**config.mk**
```make
export PLATFORM = sky130hd
export DESIGN_NAME = apb_master_arb
export DESIGN_NICKNAME = d
export VERILOG_FILES = /design/src/rtl/apb_arb_pkg.sv /design/src/rtl/rr_arbiter.sv /design/src/rtl/apb_master_arb.sv
export SDC_FILE = /design/constraint.sdc
export NUM_CORES = 1
export LEC_CHECK = 0
export CAP_MARGIN = 20
export CORE_AREA = 5 5 157 159
export CTS_CLUSTER_DIAMETER = 200
export CTS_CLUSTER_SIZE = 10
export DETAILED_ROUTE_END_ITERATION = 10
export DIE_AREA = 0 0 162 164
export GPL_TIMING_DRIVEN = 0
export PLACE_DENSITY_LB_ADDON = 0.1
export SLEW_MARGIN = 20
export SYNTH_ARGS = -nofsm -noshare
export SYNTH_HDL_FRONTEND = slang
export SYNTH_SLANG_ARGS = --single-unit
```
**constraint.sdc**
```tcl
create_clock -name clk -period 5.45 [get_ports clk]
set_input_delay 1.09 -clock clk [delete_from_list [all_inputs] [get_ports clk]]
set_output_delay 1.09 -clock clk [all_outputs]
set_load 0.01 [all_outputs]
```
**src/rtl/apb_arb_pkg.sv**
```systemverilog
// Shared types and width helpers for the APB master arbiter.
package apb_arb_pkg;

  typedef enum logic [1:0] {
    IDLE   = 2'd0,
    SETUP  = 2'd1,
    ACCESS = 2'd2
  } state_t;

  // Watchdog width: must be able to hold TIMEOUT-1.
  function automatic int wd_width(input int timeout);
    return (timeout > 2) ? $clog2(timeout) : 1;
  endfunction

  function automatic int idx_width(input int n);
    return (n > 2) ? $clog2(n) : 1;
  endfunction

endpackage

```
**src/rtl/rr_arbiter.sv**
```systemverilog
// Combinational round-robin pick: first request at or after ptr, wrapping.
module rr_arbiter #(
  parameter int NUM_REQ = 4,
  parameter int IW      = 2
) (
  input  logic [NUM_REQ-1:0] req,
  input  logic [IW-1:0]      ptr,
  output logic [NUM_REQ-1:0] grant,
  output logic [IW-1:0]      idx,
  output logic               any
);

  int          pos;
  logic [IW-1:0] pos_idx;

  // Scan from the farthest candidate back to ptr so the nearest one wins.
  always_comb begin
    grant   = '0;
    idx     = '0;
    any     = 1'b0;
    pos     = 0;
    pos_idx = '0;
    for (int k = NUM_REQ - 1; k >= 0; k--) begin
      pos = int'(ptr) + k;
      if (pos >= NUM_REQ) pos = pos - NUM_REQ;
      pos_idx = IW'(pos);
      if (req[pos_idx]) begin
        grant          = '0;
        grant[pos_idx] = 1'b1;
        idx            = pos_idx;
        any            = 1'b1;
      end
    end
  end

endmodule

```
**src/rtl/apb_master_arb.sv**
```systemverilog
// Shares one APB master port among NUM_REQ requesters with round-robin
// grants, a SETUP/ACCESS sequencer and a pready watchdog.
module apb_master_arb
  import apb_arb_pkg::*;
#(
  parameter int NUM_REQ = 4,
  parameter int AW      = 32,
  parameter int DW      = 32,
  parameter int TIMEOUT = 256
) (
  input  logic                  clk,
  input  logic                  rst,
  input  logic [NUM_REQ-1:0]    req_valid,
  input  logic [NUM_REQ-1:0]    req_write,
  input  logic [NUM_REQ*AW-1:0] req_addr,
  input  logic [NUM_REQ*DW-1:0] req_wdata,
  output logic [NUM_REQ-1:0]    req_ready,
  output logic [NUM_REQ-1:0]    rsp_valid,
  output logic [DW-1:0]         rsp_rdata,
  output logic                  rsp_err,
  output logic                  psel,
  output logic                  pen,
  output logic                  pwrite,
  output logic [AW-1:0]         paddr,
  output logic [DW-1:0]         pwdata,
  input  logic                  pready,
  input  logic [DW-1:0]         prdata
);

  localparam int IW   = idx_width(NUM_REQ);
  localparam int WD_W = wd_width(TIMEOUT);

  state_t          state_reg, state_next;
  logic [IW-1:0]   ptr_reg;
  logic [IW-1:0]   idx_reg;
  logic [WD_W-1:0] wd_reg;

  logic [NUM_REQ-1:0] grant;
  logic [IW-1:0]      win_idx;
  logic               win_any;
  logic               done_ok, done_to;

  logic [AW-1:0] addr_arr  [NUM_REQ];
  logic [DW-1:0] wdata_arr [NUM_REQ];

  generate
    for (genvar gi = 0; gi < NUM_REQ; gi++) begin : g_unpack
      assign addr_arr[gi]  = req_addr[gi*AW +: AW];
      assign wdata_arr[gi] = req_wdata[gi*DW +: DW];
    end
  endgenerate

  rr_arbiter #(
    .NUM_REQ (NUM_REQ),
    .IW      (IW)
  ) u_arb (
    .req   (req_valid),
    .ptr   (ptr_reg),
    .grant (grant),
    .idx   (win_idx),
    .any   (win_any)
  );

  // pready is checked before the watchdog so a late ready still completes.
  always_comb begin
    state_next = state_reg;
    req_ready  = '0;
    done_ok    = 1'b0;
    done_to    = 1'b0;
    case (state_reg)
      IDLE: begin
        if (win_any && !rst) begin
          req_ready  = grant;
          state_next = SETUP;
        end
      end
      SETUP: state_next = ACCESS;
      ACCESS: begin
        if (pready) begin
          done_ok    = 1'b1;
          state_next = IDLE;
        end else if (wd_reg == WD_W'(TIMEOUT - 1)) begin
          done_to    = 1'b1;
          state_next = IDLE;
        end
      end
      default: state_next = IDLE;
    endcase
  end

  always_ff @(posedge clk) begin
    if (rst) begin
      state_reg <= IDLE;
      ptr_reg   <= '0;
      idx_reg   <= '0;
      wd_reg    <= '0;
      rsp_valid <= '0;
      rsp_rdata <= '0;
      rsp_err   <= 1'b0;
      psel      <= 1'b0;
      pen       <= 1'b0;
      pwrite    <= 1'b0;
      paddr     <= '0;
      pwdata    <= '0;
    end else begin
      state_reg <= state_next;
      rsp_valid <= '0;
      case (state_reg)
        IDLE: begin
          if (win_any) begin
            ptr_reg <= (win_idx == IW'(NUM_REQ - 1)) ? '0 : win_idx + 1'b1;
            idx_reg <= win_idx;
            wd_reg  <= '0;
            psel    <= 1'b1;
            pen     <= 1'b0;
            pwrite  <= req_write[win_idx];
            paddr   <= addr_arr[win_idx];
            pwdata  <= req_write[win_idx] ? wdata_arr[win_idx] : '0;
          end
        end
        SETUP: pen <= 1'b1;
        ACCESS: begin
          if (done_ok || done_to) begin
            psel               <= 1'b0;
            pen                <= 1'b0;
            pwrite             <= 1'b0;
            paddr              <= '0;
            pwdata             <= '0;
            wd_reg             <= '0;
            rsp_valid[idx_reg] <= 1'b1;
            rsp_err            <= done_to;
            rsp_rdata          <= (done_ok && !pwrite) ? prdata : '0;
          end else begin
            wd_reg <= wd_reg + 1'b1;
          end
        end
        default: ;
      endcase
    end
  end

endmodule

```
==> impl_metrics.json, run 1 <==
{
  "synthMuxAreaShare_pct": 6.920,
  "via_per_inst": 5.077,
  "finClkSkew_ns": 0.009775,
  "chipHeight_um": 164,
  "num_io_pins": 407,
  "dr.first_iter.drc_count": 412,
  "synth_nets": 1098,
  "path_buf_inv": 2,
  "critPathCaptureType": "output pin",
  "cts_max_level": 4,
  "finalMaxSlewViolations": 0,
  "gp_congestion": 0.8498,
  "io_buffers": 402,
  "clock.fmax_ghz": 0.2053,
  "startpoint": "req_valid[0]",
  "min_period_ns": 4.872,
  "cts_sinks": 118,
  "synth_warnings": 0,
  "synth_seq_cells": 118,
  "yosysSeqAreaShare_pct": 35.50,
  "r2r_cells": 11,
  "cpPeakStageDelay_ns": 0.60,
  "antenna_found_initial": 0,
  "path_class": "input pin to output pin",
  "die_x_um": 162,
  "reg_top3": "paddr x32, pwdata x32, rsp_rdata x32",
  "relSlewSlack_pct": 45.28,
  "critPathRequiredTime_ns": 4.36,
  "leakagePower_uw": 0.004446,
  "grt_max_degree": 17,
  "synth_top_family_by_area": "compound AO/OA/AOI/OAI gates",
  "die-area_um2": 26570,
  "grt_pass1_vias": 7923,
  "hp-class": "flip-flop to flip-flop",
  "clkSlewWorstSetupHoldPaths_ns": 0.06,
  "syn_to_final_growth_pct": 75.95,
  "maxCapViolations": 0,
  "grt_pass1_wl_um": 44050,
  "cp.arrival_ns": 3.78,
  "worst_slew_pin_slew_ns": 0.8153,
  "path_cells": "clkdlybuf4s50_1, nor2b_1, a211oi_1, a21oi_1, nor3_1, a21oi_1, nor3_1, clkdlybuf4s50_1",
  "cts_buffers": 17,
  "gr-total-overflow": 0,
  "synth.distinct_cells": 52,
  "vdd_drop_max_mv": 0.1732,
  "drive_above_1_share_pct": 6.219,
  "synth_compound_area_share_pct": 29.37,
  "critical_path.max_fanout": 8,
  "nets": 1519,
  "timing.rr.end": "pwdata[5]",
  "firstDrtPassIters": 4,
  "synthFlopType": "dfxtp_1",
  "postCtsHoldBufs": 0,
  "post-route-period-util_pct": 89.39,
  "drc": 0,
  "finalWirelength_um": 30020,
  "vias": 7687,
  "synth_async_sr_flop_share_pct": 0,
  "setup_viol": 0,
  "routedWlPerCell_um": 19.83,
  "clockBufferDepth": 2,
  "post_cts_resized": 0,
  "rr_startpoint": "ptr_reg[0]",
  "synth.avg_cell_area_um2": 8.444,
  "synth_fa_ha_area_share_pct": 2.068,
  "power_density_nw_per_um2": 405.7,
  "cp_slowest_cell": "clkdlybuf4s50_1",
  "crit_family": "buffers and inverters",
  "clk_latency_ns": 0.42,
  "cts_setup_buffers": 0,
  "coreArea_um2": 23120,
  "grt_setup_unrepaired": "false",
  "hpwl_um": 23840,
  "synthCells": 788,
  "syn_area_um2": 6654,
  "finalPower_uw": 4749,
  "hold_ws_ns": 0.4507,
  "path_depth": 8,
  "num_rows": 56,
  "tritoncts": "built",
  "root_buffer": "clkbuf_16",
  "synth_edf_count": 0,
  "final_hold_viol_count": 0,
  "synthSimpleGateAreaFrac_pct": 19.46,
  "synthXorXnorAreaFrac_pct": 0.7898,
  "tns_ns": 0,
  "ant_nets": 0,
  "status": "finished clean",
  "initial_core_util_pct": 28.78,
  "r2r_slack_ns": 1.43,
  "endpoint": "req_ready[2]",
  "track_usage_pct": 21.42,
  "crit_path_start_kind": "input pin"
}
## synthesized netlist by cell type (10+ instances only)
cell type / count / area [µm²]
dfxtp_1: 118 / 2362
ha_1: 11 / 137.6
o21ai_0: 34 / 170.2
nand3_1: 37 / 185.2
a21oi_1: 11 / 55.05
a21o_1: 35 / 262.8
and3_1: 67 / 419.2
clkbuf_1: 56 / 210.2
nor2_1: 52 / 195.2
a211oi_1: 68 / 510.5
mux2i_1: 37 / 370.4
nand2_1: 81 / 304.0
o31ai_2: 11 / 137.6
a22oi_1: 32 / 240.2
o211ai_1: 35 / 262.8
buf_2: 10 / 50.05
o31ai_1: 21 / 157.7
## worst min-delay path by stage
stage                     from           end  slack, ns  cells past startpoint
floorplan           idx_reg[1]  rsp_valid[1]       0.45                      1
global placement     pwdata[1]     pwdata[1]       0.43                      2
detailed placement  pwdata[15]    pwdata[15]       0.44                      2
CTS                 pwdata[15]    pwdata[15]       0.45                      2
global route        pwdata[26]    pwdata[26]       0.47                      2
finish              pwdata[15]    pwdata[15]       0.45                      2
## report_power, final
part	total, µW	internal, µW	switching (µW)
Clock	1280	831	446
Combinational	2320	1070	1250
Sequential	1150	1050	102
## area by class of cell
type | count | area [µm²]
clock buffers | 19 | 442.9
fillers | 2234 | 11410
diodes | 2 | 5.005
inverters | 5 | 18.77
repair buffers | 402 | 4024
flip-flops and latches | 118 | 2362
well taps | 290 | 362.8
multi-input cells | 587 | 3900
clock inverters | 13 | 219.0
plain buffers | 78 | 372.9
## metrics by stage
step,utilization (%),setup slack (ns),cells,instance area (µm²)
finish,50.63,0.5781,1514,11710
CTS,50.61,0.5933,1512,11700
global route,50.61,0.3645,1512,11700
floorplan,-,1.863,788,6654
detailed placement,47.75,0.5874,1480,11040
global placement,47.75,0.6546,1480,11040
## per-layer routing
| layer | up-vias | part of all wire, % | GRT usage (%) |
|---|---|---|---|
| met5 | - | 0 | 0 |
| met4 | 0 | 2.4 | 7.612 |
| met3 | 42 | 7.9 | 6.976 |
| met2 | 291 | 50 | 38.13 |
| met1 | 3560 | 39 | 24.05 |
| li1 | 3794 | - | - |
## cell usage in the layout (no fill, tap or decap), types with 2 or more instances in the layout
| master | n |
|---|---|
| mux2_2 | 3 |
| and3_1 | 67 |
| nor4b_1 | 2 |
| bufinv_16 | 5 |
| xor2_1 | 4 |
| xnor2_1 | 2 |
| a22oi_1 | 32 |
| clkbuf_1 | 57 |
| nor4_1 | 2 |
| clkdlybuf4s50_1 | 402 |
| ha_1 | 11 |
| o31ai_2 | 11 |
| nor2_1 | 52 |
| nand2_1 | 81 |
| nand3_1 | 37 |
| mux4_2 | 2 |
| mux2i_1 | 37 |
| buf_6 | 7 |
| buf_4 | 4 |
| clkbuf_16 | 17 |
| dfxtp_1 | 118 |
| o21ai_1 | 2 |
| clkinv_4 | 4 |
| nand2b_1 | 2 |
| a21oi_1 | 11 |
| a221oi_1 | 5 |
| o211ai_1 | 35 |
| nor3_1 | 8 |
| nand4_1 | 3 |
| a21o_1 | 35 |
| inv_1 | 5 |
| inv_6 | 3 |
| diode_2 | 2 |
| a211oi_1 | 68 |
| o31ai_1 | 21 |
| o21ai_0 | 34 |
| buf_2 | 10 |
## worst min-delay path, cell delays in order, from the launching register on
cell and delay, ns:
dfxtp_1 0.32, nand2_1 0.05, o31ai_1 0.05
## kinds of logic after synthesis
kind of cell,count (synthesis)
AOI/OAI and AO/OA,264
and+or+nand+nor,263
DFF,118
buffers and inverters,83
muxes,43
adders and majority gates,11
xor gates and xnor gates,6
Note: power is estimated with default switching activity, not from simulation.
==> run 2, diff against run 1 <==
--- a/config.mk
+++ b/config.mk
@@ -11,8 +11,8 @@
 export CTS_CLUSTER_SIZE = 10
 export DETAILED_ROUTE_END_ITERATION = 10
 export DIE_AREA = 0 0 162 164
-export GPL_TIMING_DRIVEN = 0
 export PLACE_DENSITY_LB_ADDON = 0.1
+export SKIP_CTS_REPAIR_TIMING = 1
 export SLEW_MARGIN = 20
 export SYNTH_ARGS = -nofsm -noshare
 export SYNTH_HDL_FRONTEND = slang
==> constraint.sdc (replaced) <==
create_clock -name clk -period 6.3 [get_ports clk]
set_input_delay 1.26 -clock clk [delete_from_list [all_inputs] [get_ports clk]]
set_output_delay 1.26 -clock clk [all_outputs]
set_load 0.01 [all_outputs]
==> run 2 against run 1 <==
Effect of this change: worst setup slack improved by 0.37 ns; via count decreased by 2.9%; die area unchanged; largest power group unchanged; critical endpoint unchanged; critical path depth unchanged; largest cell class unchanged; clock skew decreased by 0.0011 ns; power decreased by 15%.
==> impl_metrics.json, run 2 (synthesis gave the netlist of run 1 again) <==
{
  "finalPower_uw": 4031,
  "r2r_slack_ns": 2.01,
  "fillers": 2269,
  "worst_slew_pin_slew_ns": 1.006,
  "die-area_um2": 26570,
  "finClkSkew_ns": 0.008653,
  "fin_area_um2": 11550,
  "track_usage_pct": 20.65,
  "reg_top3": "paddr x32, pwdata x32, rsp_rdata x32",
  "multi_input_area_um2": 3945,
  "cts_buffers": 17,
  "stdcell_count": 1455,
  "maxCapViolations": 0,
  "dp.cells": 1421,
  "num_io_pins": 407,
  "hp-class": "flip-flop to flip-flop",
  "vias": 7466,
  "clkSlewWorstSetupHoldPaths_ns": 0.06,
  "drive_above_1_share_pct": 6.793,
  "io_buffers": 406,
  "hpwl_um": 21280,
  "grt_pass1_wl_um": 42840,
  "drc": 0,
  "grt_pass1_vias": 7527,
  "gp_congestion": 0.8209,
  "leakagePower_uw": 0.004375,
  "firstDrtPassIters": 5,
  "initial_core_util_pct": 28.78,
  "antenna_found_initial": 1,
  "clock.fmax_ghz": 0.1869,
  "routedWlPerCell_um": 19.75,
  "root_buffer": "clkbuf_16",
  "min_period_ns": 5.350,
  "final_cell_mix": "405 x clkdlybuf4s50_1, 118 x dfxtp_1, 80 x nand2_1",
  "critPathCaptureType": "output pin",
  "coreArea_um2": 23120,
  "final_hold_viol_count": 0,
  "cp.arrival_ns": 4.09,
  "finalMaxSlewViolations": 0,
  "tns_ns": 0,
  "relSlewSlack_pct": 32.93,
  "grt_setup_unrepaired": "false",
  "syn_to_final_growth_pct": 73.56,
  "via_per_inst": 5.131,
  "power_density_nw_per_um2": 349.1,
  "clockBufferDepth": 2,
  "cts_max_level": 4,
  "die_x_um": 162,
  "tritoncts": "built",
  "finalWirelength_um": 28730,
  "seq_area_um2": 2362,
  "ant_nets": 0,
  "critical_path.max_fanout": 8,
  "grt_max_degree": 97,
  "chipHeight_um": 164,
  "nets": 1460,
  "post-route-period-util_pct": 84.92,
  "gr-total-overflow": 0,
  "place_area_um2": 10890,
  "clk_latency_ns": 0.42,
  "cts_sinks": 118,
  "path_class": "input pin to output pin",
  "num_rows": 56,
  "vdd_drop_max_mv": 0.1818,
  "layout_commonest_cell": "clkdlybuf4s50_1",
  "critPathRequiredTime_ns": 5.04,
  "status": "finished clean",
  "crit_path_start_kind": "input pin",
  "dr.first_iter.drc_count": 355,
  "setup_viol": 0
}
run 2: cell types whose count changed in the layout (fill, tap and decap cells not counted), sizes merged:
cell,before,now
buf,22,16
clkbuf,75,18
clkdlybuf4s50,402,405
clkinv,4,2
clkinvlp,1,2
inv,8,10
run 2: final timing paths:
kind                        to    startpoint  depth (start not counted)
setup / recovery  req_ready[2]  req_valid[0]                          8
hold / removal      pwdata[20]    pwdata[20]                          2
setup reg to reg      paddr[5]    ptr_reg[0]                         10
hold reg to reg     pwdata[20]    pwdata[20]                          2
run 2: area by class of cell:
| class | count | share of cell area (%) |
|---|---|---|
| Tap cell | 290 | 3.142 |
| Sequential cell | 118 | 20.46 |
| Inverter | 5 | 0.1625 |
| Timing Repair Buffer | 421 | 36.34 |
| Antenna cell | 2 | 0.04334 |
| Multi-Input combinational cell | 587 | 34.16 |
| Clock inverter | 14 | 1.896 |
| Clock buffer | 18 | 3.803 |
run 2: worst max-delay path, cell delays in order:
cell	delay [ns]
clkdlybuf4s50_1	0.54
nor2b_1	0.21
a211oi_1	0.66
a21oi_1	0.31
nor3_1	0.29
a21oi_1	0.07
nor3_1	0.17
clkdlybuf4s50_1	0.57
run 2: power by group:
part           switching (µW)  internal, µW
Combinational            1040           897
Clock                     377           717
Sequential               97.1           908
run 2: stage by stage:
| stage | worst slack [ns] | util [%] | hold WS, ns |
|---|---|---|---|
| 2_1_floorplan | 2.373 | - | 0.4519 |
| 3_3_place_gp | 1.078 | 47.08 | 0.4336 |
| 3_5_place_dp | 0.9639 | 47.08 | 0.4432 |
| 4_1_cts | 0.9843 | 49.92 | 0.4550 |
| 5_1_grt | 0.6918 | 49.94 | 0.4700 |
| 6_report | 0.9500 | 49.95 | 0.4530 |
run 2: metal layers:
| metal | part of all wire, % | track usage (%) | up-vias |
|---|---|---|---|
| met1 | 40 | 23.74 | 3477 |
| li1 | - | - | 3667 |
| met5 | 0 | 0 | - |
| met4 | 2.9 | 7.958 | 0 |
| met3 | 8.3 | 7.553 | 43 |
| met2 | 49 | 35.14 | 279 |
